File: src/rtl/riscv_pkg.sv
// Shared RISC-V execute-stage types: M-extension opcodes, muldiv FSM states
// and small opcode-classification helpers.
// Imported by muldiv_unit and md_divider.
package riscv_pkg;

  typedef enum logic [2:0] {
    MD_MUL    = 3'd0,
    MD_MULH   = 3'd1,
    MD_MULHSU = 3'd2,
    MD_MULHU  = 3'd3,
    MD_DIV    = 3'd4,
    MD_DIVU   = 3'd5,
    MD_REM    = 3'd6,
    MD_REMU   = 3'd7
  } md_op_e;

  typedef enum logic [1:0] {
    MD_S_IDLE = 2'd0,
    MD_S_MUL  = 2'd1,
    MD_S_DIV  = 2'd2,
    MD_S_DONE = 2'd3
  } md_state_e;

  // True for any divide/remainder operation.
  function automatic logic is_md_div(input md_op_e op);
    return op inside {MD_DIV, MD_DIVU, MD_REM, MD_REMU};
  endfunction

  // True for the divide-side ops that need sign handling.
  function automatic logic is_md_signed(input md_op_e op);
    return op inside {MD_DIV, MD_REM};
  endfunction

  // True for remainder ops (result is the remainder, not the quotient).
  function automatic logic is_md_rem(input md_op_e op);
    return op inside {MD_REM, MD_REMU};
  endfunction

endpackage

File: src/rtl/md_divider.sv
// Unsigned restoring divider, one quotient bit per cycle.
// Ports: clk/reset, start (loads operands), abort (kills a running division),
// dividend/divisor in, done (high once XLEN iterations have completed), quotient/remainder out.
module md_divider #(
  parameter int XLEN = 32
) (
  input  logic            clk,
  input  logic            reset,
  input  logic            start,
  input  logic            abort,
  input  logic [XLEN-1:0] dividend,
  input  logic [XLEN-1:0] divisor,
  output logic            done,
  output logic [XLEN-1:0] quotient,
  output logic [XLEN-1:0] remainder
);

  localparam int CW = $clog2(XLEN + 1);

  logic [XLEN-1:0] quo_q;
  logic [XLEN-1:0] rem_q;
  logic [XLEN-1:0] dsr_q;
  logic [CW-1:0]   cnt_q;
  logic            active_q;

  // Shift the next dividend bit (MSB of the quotient register) into the remainder.
  logic [XLEN:0] rem_shift;
  logic [XLEN:0] rem_sub;
  logic          fits;

  assign rem_shift = {rem_q, quo_q[XLEN-1]};
  assign fits      = rem_shift >= {1'b0, dsr_q};
  assign rem_sub   = rem_shift - {1'b0, dsr_q};

  always_ff @(posedge clk) begin
    if (reset || abort) begin
      active_q <= 1'b0;
      cnt_q    <= '0;
      quo_q    <= '0;
      rem_q    <= '0;
      dsr_q    <= '0;
    end else if (start) begin
      active_q <= 1'b1;
      cnt_q    <= CW'(XLEN);
      quo_q    <= dividend;
      rem_q    <= '0;
      dsr_q    <= divisor;
    end else if (active_q) begin
      if (cnt_q != '0) begin
        cnt_q <= cnt_q - CW'(1);
        quo_q <= {quo_q[XLEN-2:0], fits};
        // After a successful subtract the remainder is below the divisor, so it fits in XLEN bits.
        rem_q <= fits ? rem_sub[XLEN-1:0] : rem_shift[XLEN-1:0];
      end else begin
        // Result is held for the one cycle the owner spends on sign fixup.
        active_q <= 1'b0;
      end
    end
  end

  assign done      = active_q && (cnt_q == '0);
  assign quotient  = quo_q;
  assign remainder = rem_q;

endmodule

File: src/rtl/muldiv_unit.sv
// RISC-V M-extension execution unit: pipelined multiply, iterative divide,
// single-cycle divide special cases, one operation in flight, tag passthrough.
// Ports: clk, reset, flush; in_valid/in_ready/in_op/in_a/in_b/in_tag request side;
// out_valid/out_ready/out_result/out_tag result side; busy.
module muldiv_unit
  import riscv_pkg::*;
#(
  parameter int XLEN    = 32,
  parameter int MUL_LAT = 2,
  parameter int TAG_W   = 5
) (
  input  logic             clk,
  input  logic             reset,
  input  logic             flush,
  input  logic             in_valid,
  output logic             in_ready,
  input  md_op_e           in_op,
  input  logic [XLEN-1:0]  in_a,
  input  logic [XLEN-1:0]  in_b,
  input  logic [TAG_W-1:0] in_tag,
  output logic             out_valid,
  input  logic             out_ready,
  output logic [XLEN-1:0]  out_result,
  output logic [TAG_W-1:0] out_tag,
  output logic             busy
);

  localparam int MCW = (MUL_LAT > 1) ? $clog2(MUL_LAT) : 1;
  localparam logic [XLEN-1:0] MIN_INT = {1'b1, {(XLEN-1){1'b0}}};

  md_state_e        state_q, state_d;
  md_op_e           op_q;
  logic [XLEN-1:0]  a_q, b_q;
  logic [TAG_W-1:0] tag_q;
  logic             spec_q;
  logic [MCW-1:0]   mul_cnt_q;
  logic [XLEN-1:0]  result_q;

  logic accept;
  logic load_result;

  // Flush wins over a same-cycle request.
  assign accept = in_valid && in_ready && !flush;

  // ---------------- special-case detection on the incoming request
  logic            spec_in;
  logic [XLEN-1:0] a_abs, b_abs;

  assign spec_in = is_md_div(in_op) &&
                   ((in_b == '0) ||
                    (is_md_signed(in_op) && (in_a == MIN_INT) && (in_b == '1)));
  assign a_abs   = (is_md_signed(in_op) && in_a[XLEN-1]) ? -in_a : in_a;
  assign b_abs   = (is_md_signed(in_op) && in_b[XLEN-1]) ? -in_b : in_b;

  // ---------------- divider
  logic            div_done;
  logic [XLEN-1:0] div_quo, div_rem;

  md_divider #(.XLEN(XLEN)) u_div (
    .clk       (clk),
    .reset     (reset),
    .start     (accept && is_md_div(in_op) && !spec_in),
    .abort     (flush),
    .dividend  (a_abs),
    .divisor   (b_abs),
    .done      (div_done),
    .quotient  (div_quo),
    .remainder (div_rem)
  );

  // ---------------- multiplier: operands extended to XLEN+1 bits, then to the full
  // product width so a plain unsigned multiply yields the correct two's-complement bits.
  logic            a_sgn, b_sgn;
  logic [XLEN:0]   a_ext, b_ext;
  logic [2*XLEN+1:0] a_wide, b_wide, prod_wide;
  logic [2*XLEN-1:0] prod_comb, prod_last;
  logic            unused_prod_hi;

  assign a_sgn     = op_q inside {MD_MULH, MD_MULHSU};
  assign b_sgn     = (op_q == MD_MULH);
  assign a_ext     = {a_sgn & a_q[XLEN-1], a_q};
  assign b_ext     = {b_sgn & b_q[XLEN-1], b_q};
  assign a_wide    = {{(XLEN+1){a_ext[XLEN]}}, a_ext};
  assign b_wide    = {{(XLEN+1){b_ext[XLEN]}}, b_ext};
  assign prod_wide = a_wide * b_wide;
  assign prod_comb = prod_wide[2*XLEN-1:0];
  assign unused_prod_hi = ^prod_wide[2*XLEN+1:2*XLEN];

  // MUL_LAT-1 pipeline stages here; result_q is the final stage.
  generate
    if (MUL_LAT == 1) begin : g_nopipe
      assign prod_last = prod_comb;
    end else begin : g_pipe
      logic [2*XLEN-1:0] pipe [MUL_LAT-1];
      always_ff @(posedge clk) begin
        pipe[0] <= prod_comb;
        for (int i = 1; i < MUL_LAT - 1; i++) pipe[i] <= pipe[i-1];
      end
      assign prod_last = pipe[MUL_LAT-2];
    end
  endgenerate

  // ---------------- result selection
  logic [XLEN-1:0] mul_res, spec_res, div_res, result_d;
  logic            neg_q, neg_r;

  assign neg_q = is_md_signed(op_q) && (a_q[XLEN-1] ^ b_q[XLEN-1]);
  assign neg_r = is_md_signed(op_q) && a_q[XLEN-1];

  always_comb begin
    mul_res  = (op_q == MD_MUL) ? prod_last[XLEN-1:0] : prod_last[2*XLEN-1:XLEN];
    spec_res = (b_q == '0) ? (is_md_rem(op_q) ? a_q : '1)
                           : (is_md_rem(op_q) ? '0  : MIN_INT);
    div_res  = is_md_rem(op_q) ? (neg_r ? -div_rem : div_rem)
                               : (neg_q ? -div_quo : div_quo);
    result_d = div_res;
    if (state_q == MD_S_MUL) result_d = mul_res;
    else if (spec_q)         result_d = spec_res;
  end

  // ---------------- FSM
  always_ff @(posedge clk) begin
    if (reset) state_q <= MD_S_IDLE;
    else       state_q <= state_d;
  end

  always_comb begin
    state_d = state_q;
    case (state_q)
      MD_S_IDLE: if (accept) state_d = is_md_div(in_op) ? MD_S_DIV : MD_S_MUL;
      MD_S_MUL:  if (mul_cnt_q == '0) state_d = MD_S_DONE;
      MD_S_DIV:  if (spec_q || div_done) state_d = MD_S_DONE;
      MD_S_DONE: if (out_ready) state_d = MD_S_IDLE;
      default:   state_d = MD_S_IDLE;
    endcase
    if (flush) state_d = MD_S_IDLE;
  end

  // A flushed operation never reaches DONE, so its result is never loaded.
  assign load_result = (state_q != MD_S_DONE) && (state_d == MD_S_DONE);

  always_ff @(posedge clk) begin
    if (reset) begin
      op_q      <= MD_MUL;
      a_q       <= '0;
      b_q       <= '0;
      tag_q     <= '0;
      spec_q    <= 1'b0;
      mul_cnt_q <= '0;
      result_q  <= '0;
    end else begin
      if (accept) begin
        op_q      <= in_op;
        a_q       <= in_a;
        b_q       <= in_b;
        tag_q     <= in_tag;
        spec_q    <= spec_in;
        mul_cnt_q <= MCW'(MUL_LAT - 1);
      end else if (state_q == MD_S_MUL && mul_cnt_q != '0) begin
        mul_cnt_q <= mul_cnt_q - MCW'(1);
      end
      if (load_result) result_q <= result_d;
    end
  end

  assign in_ready   = (state_q == MD_S_IDLE);
  assign busy       = (state_q != MD_S_IDLE);
  assign out_valid  = (state_q == MD_S_DONE);
  assign out_result = result_q;
  assign out_tag    = tag_q;

endmodule

File: config.mk
export PLATFORM = sky130hd
export DESIGN_NAME = muldiv_unit
export DESIGN_NICKNAME = d
export VERILOG_FILES = /design/src/rtl/riscv_pkg.sv /design/src/rtl/md_divider.sv /design/src/rtl/muldiv_unit.sv
export SDC_FILE = /design/constraint.sdc
export NUM_CORES = 2
export LEC_CHECK = 0
export CORE_MARGIN = 3
export CORE_UTILIZATION = 30
export CTS_BUF_LIST = sky130_fd_sc_hd__clkbuf_16
export CTS_CLUSTER_DIAMETER = 200
export CTS_CLUSTER_SIZE = 40
export DETAILED_ROUTE_END_ITERATION = 6
export GPL_TIMING_DRIVEN = 0
export REMOVE_ABC_BUFFERS = 1
export SKIP_LAST_GASP = 1
export SYNTH_ARGS = -nofsm -noshare
export SYNTH_HDL_FRONTEND = slang
export SYNTH_HIERARCHICAL = 1
export SYNTH_SLANG_ARGS = --single-unit
export TNS_END_PERCENT = 30
File: constraint.sdc
create_clock -name clk -period 20 [get_ports clk]
set_input_delay 4 -clock clk [delete_from_list [all_inputs] [get_ports clk]]
set_output_delay 4 -clock clk [all_outputs]
set_load 0.03 [all_outputs]
==> results_dict.tcl <==
set metrics [dict create \
    setup_viol 0 \
    grt_start_max_net_pins 70 \
    worstReg2RegEnd "g_pipe.pipe[0][52]" \
    hold_viol_final 0 \
    synth_common_cells "1,232 x inv_1, 1,143 x nand2_1, 1,126 x fa_1" \
    synthCells 6321 \
    avgSynthCellArea_um2 8.45 \
    final_core_util_pct 32.9 \
    port_buffers 116 \
    holdWs_ns 0.463 \
    firstDrtPassIters 6 \
    wl_per_cell_um 21.2 \
    wirelength_um 179000 \
    post-route-period-util_pct 50.4 \
    cts.sinks 275 \
    dpl_cell_area_mm2 0.0577 \
    cp_common_cell "fa_1" \
    core_area_mm2 0.176 \
    rsz0062_at_grt "no" \
    power.leakage_uw 0.0257 \
    initial_core_util_pct 30.3 \
    start_kind "flop" \
    violations "max-capacitance violations, max-slew violations" \
    final_max_slew_viol_count 1 \
    synth-edff-count 0 \
    post_cts_buffers 0 \
    criticalPathCategory "reg -> reg" \
    layout-drive-gt1-share_pct 3.36 \
    dieArea_mm2 0.183 \
    ys_warn_count 6 \
    min_path_cells 2 \
    cts_made_buffers 11 \
    clock_path_buffers 3 \
    dp_slack_ns 10.25 \
    yosysTopAreaCell "fa_1" \
    vias 42800 \
    grt_pass1_vias 45400 \
    clock_skew_ns 0.0835 \
    p_per_area_mw_per_mm2 26.3 \
    ios 117 \
    cp-end-kind "flop" \
    drc 0 \
    cp_slowest_cell "nor3b_2" \
    dieHeight_um 428 \
    nFillCells 18500 \
    synth.distinct_cells 77 \
    dpl.hpwl_um 142000 \
    finalInstanceArea_mm2 0.0581 \
    ys_async_sr_fraction_pct 0 \
    clk_pin_slew_worst_paths_ns 0.17 \
    cp_max_fo 35 \
    drt_iter0_markers 3679 \
    place_congestion 0.937 \
    rows 154 \
    ir_drop_mv 0.0538 \
    hold_class "reg -> reg" \
    root_buffer "clkbuf_16" \
    ant_nets 0 \
    die_w_um 428 \
    status "complete, but fails checks" \
    min_to "out_tag[4]" \
    reg2regPathDepth 25 \
    overflow 0 \
    arrival_ns 10.50 \
    area_delta_synth_final_pct 8.73 \
    cts_repair_resize_count 0 \
    ys_seq_area_share_pct 10.3 \
    fmax_mhz 99.1 \
    ys_ff_latch 275 \
    clock_latency_ns 0.59 \
    tightest_slew_ns 1.49 \
    synth_most_common_cell "inv_1" \
    grt_pass1_wl_um 276000 \
    synthFlopType "dfxtp_1" \
    antenna_found_initial 1 \
    nets 7586 \
    cts_tree "done" \
    cts.htree.levels 1 \
    drv_cap 1 \
    period_minus_slack_ns 10.09 \
    syn_area_mm2 0.0534 \
    netlist_top_cells_area "fa_1 42%, dfxtp_1 10%, inv_1 8.7%, nand2_1 8.0%, ha_1 5.9%" \
    reg2reg_slack_ns 9.91 \
    hold_start "out_tag[4]" \
    relSlewSlack_pct -0.0718 \
    synth.top_cell.area_share_pct 42.2 \
    fin_ws_ns 9.91 \
    viasPerCell 5.05 \
    hold_buffers 0 \
    critical-path-max-stage-delay_ns 0.89 \
    grt_usage_pct 19.5 \
    timing.rr.start "a_q[31]" \
    cp.required_ns 20.41 \
]
-- kinds of logic (layout without fill, tap and decap cells) --
logic type	Yosys count	in the layout	share of synthesized area [%]
AND/OR/NAND/NOR	1995	1995	16.9
AO/OA/AOI/OAI	757	757	8.40
other	0	2	0
flip-flops	275	275	10.3
adder cells (fa/ha/maj)	1377	1377	48.1
multiplexers	63	63	1.18
XOR/XNOR	222	222	3.64
buffers and inverters	1632	1444	11.5
-- worst max-delay path by stage --
| stage | startpoint | to | cells past startpoint | slack (ns) |
|---|---|---|---|---|
| finish | a_q[31] | g_pipe.pipe[0][52] | 25 | 9.91 |
| global route | a_q[31] | g_pipe.pipe[0][52] | 25 | 9.62 |
| CTS | a_q[31] | g_pipe.pipe[0][52] | 25 | 10.13 |
| detailed placement | a_q[31] | g_pipe.pipe[0][52] | 25 | 10.25 |
| global placement | flush | u_div/remainder[30] | 8 | -3.96 |
| floorplan | flush | u_div/remainder[27] | 7 | 5.27 |
-- layout by cell type, fill, tap and decap left out, types with 13 or more instances in the layout --
cell type        Yosys  final
clkdlybuf4s50_1      0    115
a21oi_1            334    334
nor2_1             242    240
nand2_1           1143   1142
a31oi_1             41     41
and3_1              23     22
buf_12               0     52
a21o_1              51     51
a211oi_1            27     27
nor2b_1             16     15
dfxtp_1            275    210
fa_1              1126   1126
or2_2               14     13
mux2i_1             63     63
nor3_1              61     60
xnor2_1            123    123
o21ai_0            163    163
or3_1               19     19
o211ai_1            17     17
and2_1             331    331
nand4_1             34     34
nor4_1              27     27
buf_16               0     15
nand3_1             33     32
xor2_1              99     99
dfxtp_2              0     65
ha_1               251    251
o31ai_1             24     23
inv_1             1232   1232
-- per-stage QoR --
stage	cells	setup TNS [ns]	power, µW
after global routing	8473	0	1600
final	8475	0	1530
after detailed placement	8459	0	1210
after CTS	8473	0	1530
after global placement	8377	-113.19	1170
after floorplan	5921	0	935
-- power breakdown --
group	switching, µW	internal [µW]
clock network	212	107
logic	349	202
registers	78.9	581
-- registers in the layout, summed over array words and instances (netlist names) --
register	cells
g_pipe.pipe	64
a_q	32
b_q	32
out_result	32
u_div/dsr_q	32
u_div/quotient	32
u_div/remainder	32
u_div/cnt_q	6
out_tag	5
op_q	3
state_q	2
mul_cnt_q	1
spec_q	1
u_div/active_q	1
-- worst max-delay path: cells and delay by family, from the launching register on --
| kind | cells | cell delay, ns |
|---|---|---|
| adders and majority gates | 9 | 4.81 |
| and+or+nand+nor | 7 | 2.60 |
| buffers and inverters | 6 | 1.19 |
| AOI/OAI and AO/OA | 2 | 0.61 |
| DFF | 1 | 0.46 |
| xor gates and xnor gates | 1 | 0.24 |
-- layout make-up --
| class | instances | area, µm² | area share [%] |
|---|---|---|---|
| Sequential cell | 275 | 5590 | 9.62 |
| Multi-Input combinational cell | 4414 | 41800 | 72.0 |
| Antenna cell | 2 | 5.00 | 0.00862 |
| Clock buffer | 11 | 275 | 0.474 |
| Inverter | 1232 | 4620 | 7.96 |
| Timing Repair Buffer | 198 | 2790 | 4.80 |
| Tap cell | 2340 | 2930 | 5.04 |
| Clock inverter | 3 | 53.8 | 0.0926 |
-- metal layers --
metal	global-route usage, %	routed length (µm)	vias up
li1	-	-	18700
met1	24.5	70000	21900
met2	32.9	84900	1790
met3	2.71	13300	478
met4	9.79	11100	0
met5	0	0	-
Power figures use the tool's default switching activity.
